File: src/rtl/can_frame_sequencer_if.sv
// Signal bundle between the bit-timing/de-stuff stage and the CAN frame-field sequencer.
// The sequencer is the slave; the bit stream source and field consumers form the master side.
interface can_frame_sequencer_if;
  logic       sample_point_i;
  logic       sampled_bit_i;
  logic       bit_de_stuff_i;
  logic       fd_enable_i;
  logic       iso_mode_i;
  logic       reset_mode_i;
  logic       node_bus_off_i;
  logic       err_condition_i;
  logic       overload_condition_i;
  logic       error_frame_ended_i;
  logic       overload_frame_ended_i;

  logic [4:0] state_o;
  logic       field_start_o;
  logic       frame_done_o;
  logic [8:0] bit_cnt_o;
  logic       ide_o;
  logic       rtr_o;
  logic       edl_o;
  logic       brs_o;
  logic       esi_o;
  logic [3:0] dlc_o;
  logic [6:0] data_len_o;
  logic [4:0] crc_len_o;
  logic       bus_idle_o;

  modport slave (
    input  sample_point_i, sampled_bit_i, bit_de_stuff_i, fd_enable_i, iso_mode_i,
           reset_mode_i, node_bus_off_i, err_condition_i, overload_condition_i,
           error_frame_ended_i, overload_frame_ended_i,
    output state_o, field_start_o, frame_done_o, bit_cnt_o, ide_o, rtr_o, edl_o,
           brs_o, esi_o, dlc_o, data_len_o, crc_len_o, bus_idle_o
  );

  modport master (
    output sample_point_i, sampled_bit_i, bit_de_stuff_i, fd_enable_i, iso_mode_i,
           reset_mode_i, node_bus_off_i, err_condition_i, overload_condition_i,
           error_frame_ended_i, overload_frame_ended_i,
    input  state_o, field_start_o, frame_done_o, bit_cnt_o, ide_o, rtr_o, edl_o,
           brs_o, esi_o, dlc_o, data_len_o, crc_len_o, bus_idle_o
  );
endinterface

File: src/rtl/can_frame_sequencer.sv
// Receive-path CAN / CAN FD frame-field sequencer: owns the field bit counter,
// header flag capture and DLC-to-length decode; all outputs registered.
module can_frame_sequencer #(
  parameter int unsigned MAX_DATA_BYTES = 64,
  parameter bit          SUPPORT_FD     = 1'b1,
  parameter int unsigned ACK_FD_BITS    = 2,
  parameter int unsigned EOF_BITS       = 7,
  parameter int unsigned INTER_BITS     = 3,
  parameter int unsigned IDLE_BITS      = 11
) (
  input logic                  clk_i,
  input logic                  rst_i,
  can_frame_sequencer_if.slave bus
);

  typedef enum logic [4:0] {
    ST_OFF         = 5'd0,
    ST_INTEGRATING = 5'd1,
    ST_BUS_IDLE    = 5'd2,
    ST_ID_1        = 5'd3,
    ST_RTR_1       = 5'd4,
    ST_IDE         = 5'd5,
    ST_ID_2        = 5'd6,
    ST_RTR_2       = 5'd7,
    ST_FDF         = 5'd8,
    ST_R0          = 5'd9,
    ST_RES         = 5'd10,
    ST_BRS         = 5'd11,
    ST_ESI         = 5'd12,
    ST_DLC         = 5'd13,
    ST_DATA        = 5'd14,
    ST_STUFF_COUNT = 5'd15,
    ST_CRC         = 5'd16,
    ST_CRC_LIM     = 5'd17,
    ST_ACK         = 5'd18,
    ST_ACK_LIM     = 5'd19,
    ST_EOF         = 5'd20,
    ST_INTER       = 5'd21,
    ST_ERROR       = 5'd22,
    ST_OVERLOAD    = 5'd23
  } state_e;

  localparam logic [9:0] ACK_FD_LEN = 10'(ACK_FD_BITS);
  localparam logic [9:0] EOF_LEN    = 10'(EOF_BITS);
  localparam logic [9:0] INTER_LEN  = 10'(INTER_BITS);
  localparam logic [9:0] IDLE_LEN   = 10'(IDLE_BITS);
  localparam logic [6:0] MAX_LEN    = 7'(MAX_DATA_BYTES);

  function automatic logic [6:0] dlc_decode(input logic [3:0] dlc, input logic fd);
    logic [6:0] len;
    if (dlc <= 4'd8) begin
      len = {3'b000, dlc};
    end else if (!fd) begin
      len = 7'd8;
    end else begin
      case (dlc)
        4'd9:    len = 7'd12;
        4'd10:   len = 7'd16;
        4'd11:   len = 7'd20;
        4'd12:   len = 7'd24;
        4'd13:   len = 7'd32;
        4'd14:   len = 7'd48;
        default: len = 7'd64;
      endcase
    end
    if (len > MAX_LEN) len = MAX_LEN;
    return len;
  endfunction

  function automatic logic [4:0] crc_length(input logic fd, input logic [6:0] len);
    if (!fd)               return 5'd15;
    else if (len <= 7'd16) return 5'd17;
    else                   return 5'd21;
  endfunction

  state_e     state_q, state_d;
  logic [8:0] bit_cnt_q, bit_cnt_d;
  logic       ide_q, ide_d, rtr_q, rtr_d, edl_q, edl_d, brs_q, brs_d, esi_q, esi_d;
  logic [3:0] dlc_q, dlc_d;
  logic [6:0] data_len_q, data_len_d;
  logic [4:0] crc_len_q, crc_len_d;
  logic       field_start_q, field_start_d;
  logic       frame_done_q, frame_done_d;
  logic       bus_idle_q, bus_idle_d;

  logic       vb, adv, smp_bit, last, force_off;
  logic [9:0] cnt_p1, field_len;
  state_e     post_data;

  always_comb begin
    smp_bit   = bus.sampled_bit_i;
    vb        = bus.sample_point_i & ~bus.bit_de_stuff_i;
    force_off = bus.reset_mode_i | bus.node_bus_off_i;
    // Stuff bits only exist inside the arbitration/control/data/CRC fields.
    adv       = (state_q >= ST_ACK || state_q <= ST_BUS_IDLE) ? bus.sample_point_i : vb;
    cnt_p1    = {1'b0, bit_cnt_q} + 10'd1;
    post_data = (edl_q & bus.iso_mode_i) ? ST_STUFF_COUNT : ST_CRC;

    case (state_q)
      ST_INTEGRATING: field_len = IDLE_LEN;
      ST_ID_1:        field_len = 10'd11;
      ST_ID_2:        field_len = 10'd18;
      ST_DLC:         field_len = 10'd4;
      ST_DATA:        field_len = {data_len_q, 3'b000};
      ST_STUFF_COUNT: field_len = 10'd4;
      ST_CRC:         field_len = {5'd0, crc_len_q};
      ST_ACK:         field_len = edl_q ? ACK_FD_LEN : 10'd1;
      ST_EOF:         field_len = EOF_LEN;
      ST_INTER:       field_len = INTER_LEN;
      default:        field_len = 10'd1;
    endcase
    last = adv && (cnt_p1 == field_len);

    state_d = state_q;
    ide_d   = ide_q;
    rtr_d   = rtr_q;
    edl_d   = edl_q;
    brs_d   = brs_q;
    esi_d   = esi_q;
    dlc_d   = dlc_q;

    case (state_q)
      ST_OFF:         state_d = ST_INTEGRATING;
      ST_INTEGRATING: if (last && smp_bit) state_d = ST_BUS_IDLE;
      ST_BUS_IDLE:    if (adv && !smp_bit) state_d = ST_ID_1;
      ST_ID_1:        if (last) state_d = ST_RTR_1;
      ST_RTR_1: if (last) begin
        rtr_d   = smp_bit;
        state_d = ST_IDE;
      end
      ST_IDE: if (last) begin
        ide_d   = smp_bit;
        state_d = smp_bit ? ST_ID_2 : ST_FDF;
      end
      ST_ID_2: if (last) state_d = ST_RTR_2;
      ST_RTR_2: if (last) begin
        rtr_d   = smp_bit;
        state_d = ST_FDF;
      end
      ST_FDF: if (last) begin
        if (!smp_bit) begin
          edl_d   = 1'b0;
          state_d = ide_q ? ST_R0 : ST_DLC;
        end else if (SUPPORT_FD && bus.fd_enable_i) begin
          edl_d   = 1'b1;
          rtr_d   = 1'b0;
          state_d = ST_RES;
        end else begin
          // FD-tolerant: drop the frame silently and re-integrate.
          state_d = ST_INTEGRATING;
        end
      end
      ST_R0:  if (last) state_d = ST_DLC;
      ST_RES: if (last) state_d = ST_BRS;
      ST_BRS: if (last) begin
        brs_d   = smp_bit;
        state_d = ST_ESI;
      end
      ST_ESI: if (last) begin
        esi_d   = smp_bit;
        state_d = ST_DLC;
      end
      ST_DLC: begin
        if (adv) dlc_d = {dlc_q[2:0], smp_bit};
        if (last) begin
          if (dlc_decode(dlc_d, edl_q) == 7'd0 || (rtr_q && !edl_q)) state_d = post_data;
          else                                                        state_d = ST_DATA;
        end
      end
      ST_DATA:        if (last) state_d = post_data;
      ST_STUFF_COUNT: if (last) state_d = ST_CRC;
      ST_CRC:         if (last) state_d = ST_CRC_LIM;
      ST_CRC_LIM:     if (last) state_d = ST_ACK;
      ST_ACK:         if (last) state_d = ST_ACK_LIM;
      ST_ACK_LIM:     if (last) state_d = ST_EOF;
      ST_EOF: begin
        if (bus.overload_condition_i) state_d = ST_OVERLOAD;
        else if (last)                state_d = ST_INTER;
      end
      ST_INTER: begin
        if (bus.overload_condition_i) state_d = ST_OVERLOAD;
        else if (last)                state_d = smp_bit ? ST_BUS_IDLE : ST_ID_1;
      end
      ST_ERROR: begin
        if (bus.error_frame_ended_i)       state_d = ST_INTER;
        else if (bus.overload_condition_i) state_d = ST_OVERLOAD;
      end
      ST_OVERLOAD: if (bus.overload_frame_ended_i) state_d = ST_INTER;
      default: state_d = ST_OFF;
    endcase

    if (bus.err_condition_i && state_q != ST_OFF && state_q != ST_INTEGRATING &&
        state_q != ST_ERROR && state_q != ST_OVERLOAD) begin
      state_d = ST_ERROR;
    end
    if (force_off) state_d = ST_OFF;

    // SOF: header captures from the previous frame are discarded.
    if (state_d == ST_ID_1 && state_q != ST_ID_1) begin
      ide_d = 1'b0;
      rtr_d = 1'b0;
      edl_d = 1'b0;
      brs_d = 1'b0;
      esi_d = 1'b0;
      dlc_d = 4'd0;
    end

    data_len_d = dlc_decode(dlc_d, edl_d);
    crc_len_d  = crc_length(edl_d, data_len_d);

    if (state_d != state_q) begin
      bit_cnt_d = 9'd0;
    end else if (state_q == ST_INTEGRATING && adv && !smp_bit) begin
      bit_cnt_d = 9'd0;
    end else if (adv && state_q != ST_OFF && bit_cnt_q != 9'd511) begin
      bit_cnt_d = bit_cnt_q + 9'd1;
    end else begin
      bit_cnt_d = bit_cnt_q;
    end

    field_start_d = (state_d != state_q);
    frame_done_d  = (state_q == ST_EOF) && (state_d == ST_INTER);
    bus_idle_d    = (state_d == ST_BUS_IDLE);
  end

  always_ff @(posedge clk_i) begin
    if (rst_i) begin
      state_q       <= ST_OFF;
      bit_cnt_q     <= 9'd0;
      ide_q         <= 1'b0;
      rtr_q         <= 1'b0;
      edl_q         <= 1'b0;
      brs_q         <= 1'b0;
      esi_q         <= 1'b0;
      dlc_q         <= 4'd0;
      data_len_q    <= 7'd0;
      crc_len_q     <= 5'd15;
      field_start_q <= 1'b0;
      frame_done_q  <= 1'b0;
      bus_idle_q    <= 1'b0;
    end else begin
      state_q       <= state_d;
      bit_cnt_q     <= bit_cnt_d;
      ide_q         <= ide_d;
      rtr_q         <= rtr_d;
      edl_q         <= edl_d;
      brs_q         <= brs_d;
      esi_q         <= esi_d;
      dlc_q         <= dlc_d;
      data_len_q    <= data_len_d;
      crc_len_q     <= crc_len_d;
      field_start_q <= field_start_d;
      frame_done_q  <= frame_done_d;
      bus_idle_q    <= bus_idle_d;
    end
  end

  assign bus.state_o       = state_q;
  assign bus.field_start_o = field_start_q;
  assign bus.frame_done_o  = frame_done_q;
  assign bus.bit_cnt_o     = bit_cnt_q;
  assign bus.ide_o         = ide_q;
  assign bus.rtr_o         = rtr_q;
  assign bus.edl_o         = edl_q;
  assign bus.brs_o         = brs_q;
  assign bus.esi_o         = esi_q;
  assign bus.dlc_o         = dlc_q;
  assign bus.data_len_o    = data_len_q;
  assign bus.crc_len_o     = crc_len_q;
  assign bus.bus_idle_o    = bus_idle_q;

endmodule
File: src/flat_wrapper.sv
// flat-port wrapper written by rule: the top's interface ports become plain ports
module can_frame_sequencer_flat 
#(
  parameter int unsigned MAX_DATA_BYTES = 64,
  parameter bit          SUPPORT_FD     = 1'b1,
  parameter int unsigned ACK_FD_BITS    = 2,
  parameter int unsigned EOF_BITS       = 7,
  parameter int unsigned INTER_BITS     = 3,
  parameter int unsigned IDLE_BITS      = 11
)
  (clk_i, rst_i, bus_sample_point_i, bus_sampled_bit_i, bus_bit_de_stuff_i, bus_fd_enable_i, bus_iso_mode_i, bus_reset_mode_i, bus_node_bus_off_i, bus_err_condition_i, bus_overload_condition_i, bus_error_frame_ended_i, bus_overload_frame_ended_i, bus_state_o, bus_field_start_o, bus_frame_done_o, bus_bit_cnt_o, bus_ide_o, bus_rtr_o, bus_edl_o, bus_brs_o, bus_esi_o, bus_dlc_o, bus_data_len_o, bus_crc_len_o, bus_bus_idle_o);
  can_frame_sequencer_if bus_i ();
  input logic clk_i;
  input logic rst_i;
  input wire logic [$bits(bus_i.sample_point_i)-1:0] bus_sample_point_i;
  input wire logic [$bits(bus_i.sampled_bit_i)-1:0] bus_sampled_bit_i;
  input wire logic [$bits(bus_i.bit_de_stuff_i)-1:0] bus_bit_de_stuff_i;
  input wire logic [$bits(bus_i.fd_enable_i)-1:0] bus_fd_enable_i;
  input wire logic [$bits(bus_i.iso_mode_i)-1:0] bus_iso_mode_i;
  input wire logic [$bits(bus_i.reset_mode_i)-1:0] bus_reset_mode_i;
  input wire logic [$bits(bus_i.node_bus_off_i)-1:0] bus_node_bus_off_i;
  input wire logic [$bits(bus_i.err_condition_i)-1:0] bus_err_condition_i;
  input wire logic [$bits(bus_i.overload_condition_i)-1:0] bus_overload_condition_i;
  input wire logic [$bits(bus_i.error_frame_ended_i)-1:0] bus_error_frame_ended_i;
  input wire logic [$bits(bus_i.overload_frame_ended_i)-1:0] bus_overload_frame_ended_i;
  output wire logic [$bits(bus_i.state_o)-1:0] bus_state_o;
  output wire logic [$bits(bus_i.field_start_o)-1:0] bus_field_start_o;
  output wire logic [$bits(bus_i.frame_done_o)-1:0] bus_frame_done_o;
  output wire logic [$bits(bus_i.bit_cnt_o)-1:0] bus_bit_cnt_o;
  output wire logic [$bits(bus_i.ide_o)-1:0] bus_ide_o;
  output wire logic [$bits(bus_i.rtr_o)-1:0] bus_rtr_o;
  output wire logic [$bits(bus_i.edl_o)-1:0] bus_edl_o;
  output wire logic [$bits(bus_i.brs_o)-1:0] bus_brs_o;
  output wire logic [$bits(bus_i.esi_o)-1:0] bus_esi_o;
  output wire logic [$bits(bus_i.dlc_o)-1:0] bus_dlc_o;
  output wire logic [$bits(bus_i.data_len_o)-1:0] bus_data_len_o;
  output wire logic [$bits(bus_i.crc_len_o)-1:0] bus_crc_len_o;
  output wire logic [$bits(bus_i.bus_idle_o)-1:0] bus_bus_idle_o;
  assign bus_i.sample_point_i = bus_sample_point_i;
  assign bus_i.sampled_bit_i = bus_sampled_bit_i;
  assign bus_i.bit_de_stuff_i = bus_bit_de_stuff_i;
  assign bus_i.fd_enable_i = bus_fd_enable_i;
  assign bus_i.iso_mode_i = bus_iso_mode_i;
  assign bus_i.reset_mode_i = bus_reset_mode_i;
  assign bus_i.node_bus_off_i = bus_node_bus_off_i;
  assign bus_i.err_condition_i = bus_err_condition_i;
  assign bus_i.overload_condition_i = bus_overload_condition_i;
  assign bus_i.error_frame_ended_i = bus_error_frame_ended_i;
  assign bus_i.overload_frame_ended_i = bus_overload_frame_ended_i;
  assign bus_state_o = bus_i.state_o;
  assign bus_field_start_o = bus_i.field_start_o;
  assign bus_frame_done_o = bus_i.frame_done_o;
  assign bus_bit_cnt_o = bus_i.bit_cnt_o;
  assign bus_ide_o = bus_i.ide_o;
  assign bus_rtr_o = bus_i.rtr_o;
  assign bus_edl_o = bus_i.edl_o;
  assign bus_brs_o = bus_i.brs_o;
  assign bus_esi_o = bus_i.esi_o;
  assign bus_dlc_o = bus_i.dlc_o;
  assign bus_data_len_o = bus_i.data_len_o;
  assign bus_crc_len_o = bus_i.crc_len_o;
  assign bus_bus_idle_o = bus_i.bus_idle_o;
  can_frame_sequencer #(.MAX_DATA_BYTES(MAX_DATA_BYTES), .SUPPORT_FD(SUPPORT_FD), .ACK_FD_BITS(ACK_FD_BITS), .EOF_BITS(EOF_BITS), .INTER_BITS(INTER_BITS), .IDLE_BITS(IDLE_BITS)) u_core (.clk_i(clk_i), .rst_i(rst_i), .bus(bus_i));
endmodule
File: config.mk
export PLATFORM = sky130hd
export DESIGN_NAME = can_frame_sequencer_flat
export DESIGN_NICKNAME = d
export VERILOG_FILES = /design/src/rtl/can_frame_sequencer_if.sv /design/src/rtl/can_frame_sequencer.sv /design/src/flat_wrapper.sv
export SDC_FILE = /design/constraint.sdc
export NUM_CORES = 1
export LEC_CHECK = 0
export CORE_UTILIZATION = 51
export CTS_CLUSTER_SIZE = 30
export DETAILED_ROUTE_END_ITERATION = 12
export GPL_ROUTABILITY_DRIVEN = 0
export PLACE_DENSITY = 0.76
export RECOVER_POWER = 25
export SLEW_MARGIN = 20
export SYNTH_ARGS = -nofsm -noshare
export SYNTH_HDL_FRONTEND = slang
export SYNTH_SLANG_ARGS = --single-unit
File: constraint.sdc
create_clock -name clk_i -period 6.3 [get_ports clk_i]
set_input_delay 1.26 -clock clk_i [delete_from_list [all_inputs] [get_ports clk_i]]
set_output_delay 1.26 -clock clk_i [all_outputs]
set_load 0.005 [all_outputs]
* Word level (Yosys, flattened, before mapping) *
Cells that the tools add are included.

word-level totals
  register bits = 38
  input bits = 13
  output and inout port bits = 38
  word-level logic and storage cells = 174

operators by class
  add/subtract/negate cells = 2
  magnitude comparators = 7
  equality and inequality tests = 49
  multiplexer cells = 65
  bitwise gates (word level) = 5
  reduce and logical (&&, ||, !) cells = 33

operators with widths
  kind                  number
  $mux 5                30
  $pmux 5 s23           1
  $pmux 7 s6            2
  $pmux 10 s8           1
  $mux 7                10
  $eq 4x4->1 const B    12
  $eq 5x5->1 const B    9
  $eq 5x4->1 const B    8
  $mux 4                6
  $eq 5x2->1 const B    4
  $eq 5x3->1 const B    4
  $gt 7x7->1 const B    2
  $logic_and 1x1->1     14
  $reduce_or 2->1       6
  $mux 1                11
  $add 9x1->10 const B  1
  $eq 10x10->1          1
  $ne 5x5->1 const B    2
  $add 9x1->9 const B   1
  $ne 9x9->1 const B    1
  $le 4x4->1 const B    2
  $le 7x5->1 const B    1
  $logic_not 7->1       1
  $mux 3                2
  21 further kinds      29

* Depth between registers and ports, before layout *
  word-level depth = 33
  gate-level depth with buffers = 15
  mapped depth without buffers = 12

* Worst setup path before layout *
OpenSTA, ideal clock, no wires.

  path kind = input to register
  start point = in bus_iso_mode_i
  end point = reg u_core.dlc_q[0], in the netlist u_core.bus.dlc_o[0]
  library setup time = 0.135 ns
  arrival = 3.717 ns
  required time = 6.165 ns
  setup slack = 2.448 ns
  stages on the path = 12
  buffers on the path = 2
  path through = a21bo_2 a32o_1 or4b_1 a2111o_1 a21oi_1 a21boi_0 o211ai_1 nor4bb_1 and4bb_1 buf_6 buf_6 nor3_1

on the way
  cells in the longest elaborated chain, start to end = 10
  elaborated cells on any way between the ends = 11
  classes of those cells = eq/ne: 1; mux: 8; bitwise: 1; reduce/logical: 1

ends and longest elaborated chain
  what                  line                        source
  start, declared       flat_wrapper.sv:19          input wire logic [$bits(bus_i.iso_mode_i)-1:0] bus_iso_mode_i;
  $and 1x1->1 *         can_frame_sequencer.sv:97   post_data = (edl_q & bus.iso_mode_i) ? ST_STUFF_COUNT : ST_CRC;
  $mux 5 *              can_frame_sequencer.sv:97
  $mux 5                can_frame_sequencer.sv:166  if (dlc_decode(dlc_d, edl_q) == 7'd0 || (rtr_q && !edl_q)) state_d = post_data;
  $mux 5                can_frame_sequencer.sv:165  if (last) begin
  $pmux 5 s23 *         can_frame_sequencer.sv:122  case (state_q)
  $mux 5 *              can_frame_sequencer.sv:192  if (bus.err_condition_i && state_q != ST_OFF && state_q != ST_INTEGRATING &&
  $mux 5 *              can_frame_sequencer.sv:196  if (force_off) state_d = ST_OFF;
  $eq 5x2->1 *          can_frame_sequencer.sv:199  if (state_d == ST_ID_1 && state_q != ST_ID_1) begin
  $logic_and 1x1->1 *   can_frame_sequencer.sv:199
  $mux 4 *              can_frame_sequencer.sv:199
  end signal, assigned  can_frame_sequencer.sv:249  dlc_q <= dlc_d;
  end, declared         can_frame_sequencer.sv:79   logic [3:0] dlc_q, dlc_d;

Every way passes the cells marked *; elsewhere a longest branch is shown, timed or not.
A chain may end at the register's enable or synchronous reset.

* Final worst setup path *
  start point = in bus_sampled_bit_i
  end point = reg u_core.crc_len_q[2], in the netlist u_core.bus.crc_len_o[2]

on the way
  cells in the longest elaborated chain, start to end = 30
  elaborated cells on any way between the ends = 61
  classes of those cells = order compare: 5; eq/ne: 13; mux: 35; bitwise: 1; reduce/logical: 7

ends and longest elaborated chain
  what                  line                        source
  start, declared       flat_wrapper.sv:16          input wire logic [$bits(bus_i.sampled_bit_i)-1:0] bus_sampled_bit_i;
  $mux 4                can_frame_sequencer.sv:164  if (adv) dlc_d = {dlc_q[2:0], smp_bit};
  $mux 4                can_frame_sequencer.sv:122
  $eq 4x4->1            can_frame_sequencer.sv:56   case (dlc)
  $pmux 7 s6            can_frame_sequencer.sv:56
  $mux 7                can_frame_sequencer.sv:53   end else if (!fd) begin
  $mux 7                can_frame_sequencer.sv:51   if (dlc <= 4'd8) begin
  $mux 7                can_frame_sequencer.sv:165
  $mux 7                can_frame_sequencer.sv:122
  [14 not listed]       --
  $eq 4x4->1            can_frame_sequencer.sv:56
  $pmux 7 s6            can_frame_sequencer.sv:56
  $mux 7                can_frame_sequencer.sv:53
  $mux 7                can_frame_sequencer.sv:51
  $gt 7x7->1            can_frame_sequencer.sv:66   if (len > MAX_LEN) len = MAX_LEN;
  $mux 7                can_frame_sequencer.sv:66
  $le 7x5->1            can_frame_sequencer.sv:72   else if (len <= 7'd16) return 5'd17;
  $mux 3                can_frame_sequencer.sv:72
  end signal, assigned  can_frame_sequencer.sv:251  crc_len_q <= crc_len_d;
  end, declared         can_frame_sequencer.sv:81   logic [4:0] crc_len_q, crc_len_d;

Parallel ways exist; a longest one is shown, timed or not. The select of a mux whose other input is x is not followed.

==> run metrics <==
outcome=finished, final reports clean; Max Cap Violations=0; initial antenna violation count=0; count leader, synth=dfxtp_1; Post-CTS Hold Fix Bufs=0; detailed placement HPWL=6.66 mm; post-CTS sizing=0; CP Launch Type=input port; Clock Latency Late Sink=0.30 ns; syn_nets=428; placed cells=510; synthesis-to-layout area growth=16.2%; Worst-Margin Slew=0.893 ns; Worst VDD drop=0.000135 V; Final period util=0.729; vias in the first global route=3,033; Die Y=81.4 um; Initial Util=0.537; synthesized cell area=0.00322 sq mm; Syn Area/Cell=7.79 sq um; Ys Warns=0; Hold Violations, Final=0; Slew Viols, Final=0; Overflow after GRT=0; cell taking the most area after synthesis=dfxtp_1; Netlist cell types=80; Die ar.=0.00663 sq mm; fmax=218 MHz; hold path depth=2; # IOs=51; I/O Buffers=49; width of the chip=81.4 um; Min-Delay Endpoint=u_core.bus.brs_o$_SDFFE_PP0P_; Critical Path Fanout Max=19; buffers inserted by post-CTS timing repair=0; R2R Setup Slk=1.78 ns; CTS HTree Levels=2; RSZ-0062 raised after global routing=false; Non-Filler Instances=518; most frequent CP cell=a21oi_1; Root Driver=clkbuf_8; FFs w/ async S/R, synth=0; # diodes=0; min-delay src=u_core.bus.brs_o$_SDFFE_PP0P_; 1st-iter DRT viols=506; largest net degree at the start of global routing=37; number of synthesized register bits=36; clock sinks=36; drt wl/cell=18.1 um; area of the core=0.00599 sq mm; drt drc=0; Rel. slew slack=0.400; final net count=457; Via-to-Cell Ratio=6.54; Cells after Synth=413; CP Capture Type=flip-flop; reg2reg start=u_core.bus.bit_cnt_o[0]$_SDFFE_PP0P_; Worst R2R Path Depth=12; CTS tree=yes; All-Layer GR Usage=0.302; post-layout min period=4.59 ns; Worst Hold Class=flip-flop to flip-flop; P_leak=0.00133 uW; Pwr Density=134 mW/mm^2; Antenna Nets Post-Route=0; top_reg_cell synth=dfxtp_1; clock transition at the registers of the reported paths=0.08 ns; first-pass GRT wire length=15.3 mm; fraction of final layout cells sized beyond drive strength 1=0.0926; clk_skew=0.00795 ns; Commonest cells post-synth=36 x dfxtp_1, 32 x nand2_1, 31 x nor2_1; Post-synth EDFFs=0; worst path arrival time=4.84 ns; total CTS buffers=5; Area contributors post-synth=dfxtp_1 22%, a21oi_1 3.7%, mux2i_1 3.7%; Critical Path, Cell by Cell=clkdlybuf4s50_1 > nand2b_1 > a21oi_1 > or4b_1 > a2111o_1 > a21oi_1 > a21boi_0 > o211ai_1 > nor4bb_1 > and4bb_1 > or4_4; CP max stage delay=0.73 ns; total negative slack=0 ns; Slowest-stage cell, CP=clkdlybuf4s50_1; Crit Reg-Reg Endpoint=u_core.bus.crc_len_o[2]$_SDFF_PP1_; final setup violation count=0; Placement Rows=28; DR vias=3,390; Setup CP Type=input port to flip-flop; CTS Buffer Depth=2; area fraction of the dominant cell type after synthesis=0.224; router iterations before antenna repair=5; sequential share of the synthesized area=0.224; Routed WL=9.37 mm; Critical Path RT=6.55 ns
==> worst max-delay path by stage <==
stage | start | endpoint
floorplan | bus_iso_mode_i | u_core.bus.dlc_o[0]$_SDFF_PP0_
global placement | bus_iso_mode_i | u_core.bus.crc_len_o[2]$_SDFF_PP1_
detailed placement | bus_iso_mode_i | u_core.bus.crc_len_o[2]$_SDFF_PP1_
CTS | bus_sampled_bit_i | u_core.bus.crc_len_o[2]$_SDFF_PP1_
global route | bus_sampled_bit_i | u_core.bus.data_len_o[6]$_SDFF_PP0_
finish | bus_sampled_bit_i | u_core.bus.crc_len_o[2]$_SDFF_PP1_
==> critical path, delay by kind of cell <==
family	cells	cell delay [ns]
AOI/OAI and AO/OA	5	0.91
buffers and inverters	1	0.73
and+or+nand+nor	5	1.93
==> cell families (layout without fill, tap and decap cells) <==
family / count (synthesis) / after routing / share of synthesized area
xor+xnor: 19 / 19 / 0.0560
other cells: 1 / 1 / 0.00117
simple gates: 182 / 182 / 0.341
buf+inv: 42 / 72 / 0.0715
compound gates: 119 / 119 / 0.261
flops: 36 / 36 / 0.224
mux: 12 / 12 / 0.0373
fa+ha+maj: 2 / 2 / 0.00777
==> metal layers <==
layer | track usage | wire [um]
met3 | 0.0822 | 958
met1 | 0.416 | 4060
met5 | 0 | 0
met2 | 0.438 | 4060
met4 | 0.123 | 289
==> cell type report <==
cell class                 instances  area, sq um
multi-input combinational        335         2270
inverter                           9         33.8
timing repair buffer              55          536
fill                             536         2250
clock buffer                       5         68.8
clock inverter                     3         18.8
tap                               75         93.8
sequential                        36          721
==> cells in the final DEF (no fill, tap or decap), types with 3 or more instances in the layout <==
master	netlist	final
nand2b_1	9	9
nand3_1	7	7
buf_4	3	6
a211oi_1	9	9
nand4_1	5	5
nor4_1	8	8
and4_1	3	3
or3_1	9	9
nor3_1	21	21
nand2_1	32	32
a211o_1	5	5
a21boi_0	4	4
dlygate4sd3_1	0	18
nor4b_1	6	6
mux2i_1	12	12
nor2_1	31	31
o22ai_1	5	5
nor4_2	8	8
o21ai_0	22	22
xor2_1	9	9
dfxtp_1	36	36
a32oi_1	3	3
clkdlybuf4s50_1	0	31
xnor2_1	9	9
a21oi_1	24	24
clkbuf_8	0	5
inv_1	9	9
o21a_1	4	4
nor2b_1	13	13
and3_1	6	6
a31oi_1	7	7
==> state kept, by name, summed over array words and instances (netlist names) <==
signal                    cells
u_core.bus.bit_cnt_o          9
u_core.bus.data_len_o         7
u_core.bus.state_o            5
u_core.bus.dlc_o              4
u_core.bus.crc_len_o          3
u_core.bus.brs_o              1
u_core.bus.bus_idle_o         1
u_core.bus.edl_o              1
u_core.bus.esi_o              1
u_core.bus.field_start_o      1
u_core.bus.frame_done_o       1
u_core.bus.ide_o              1
u_core.bus.rtr_o              1
==> metrics by stage <==
| stage | instance area [sq um] | hold slack [ns] | power (uW) | worst slack [ns] | utilization |
|---|---|---|---|---|---|
| 3_3_place_gp | 3650 | 0.533 | 332 | 1.54 | 0.609 |
| 6_report | 3740 | 0.546 | 501 | 1.71 | 0.624 |
| 2_1_floorplan | 3220 | 0.510 | 308 | 2.45 | - |
| 3_5_place_dp | 3650 | 0.537 | 332 | 1.52 | 0.609 |
| 4_1_cts | 3740 | 0.557 | 502 | 1.79 | 0.624 |
| 5_1_grt | 3740 | 0.579 | 524 | 1.43 | 0.624 |
==> power by group <==
part           internal, uW  leakage [uW]  switching (uW)
sequential              229      0.000290            3.38
clock                  77.1     0.0000479            94.4
combinational          35.2      0.000994            61.7
total                   342       0.00133             159
Power figures use the tool's default switching activity.
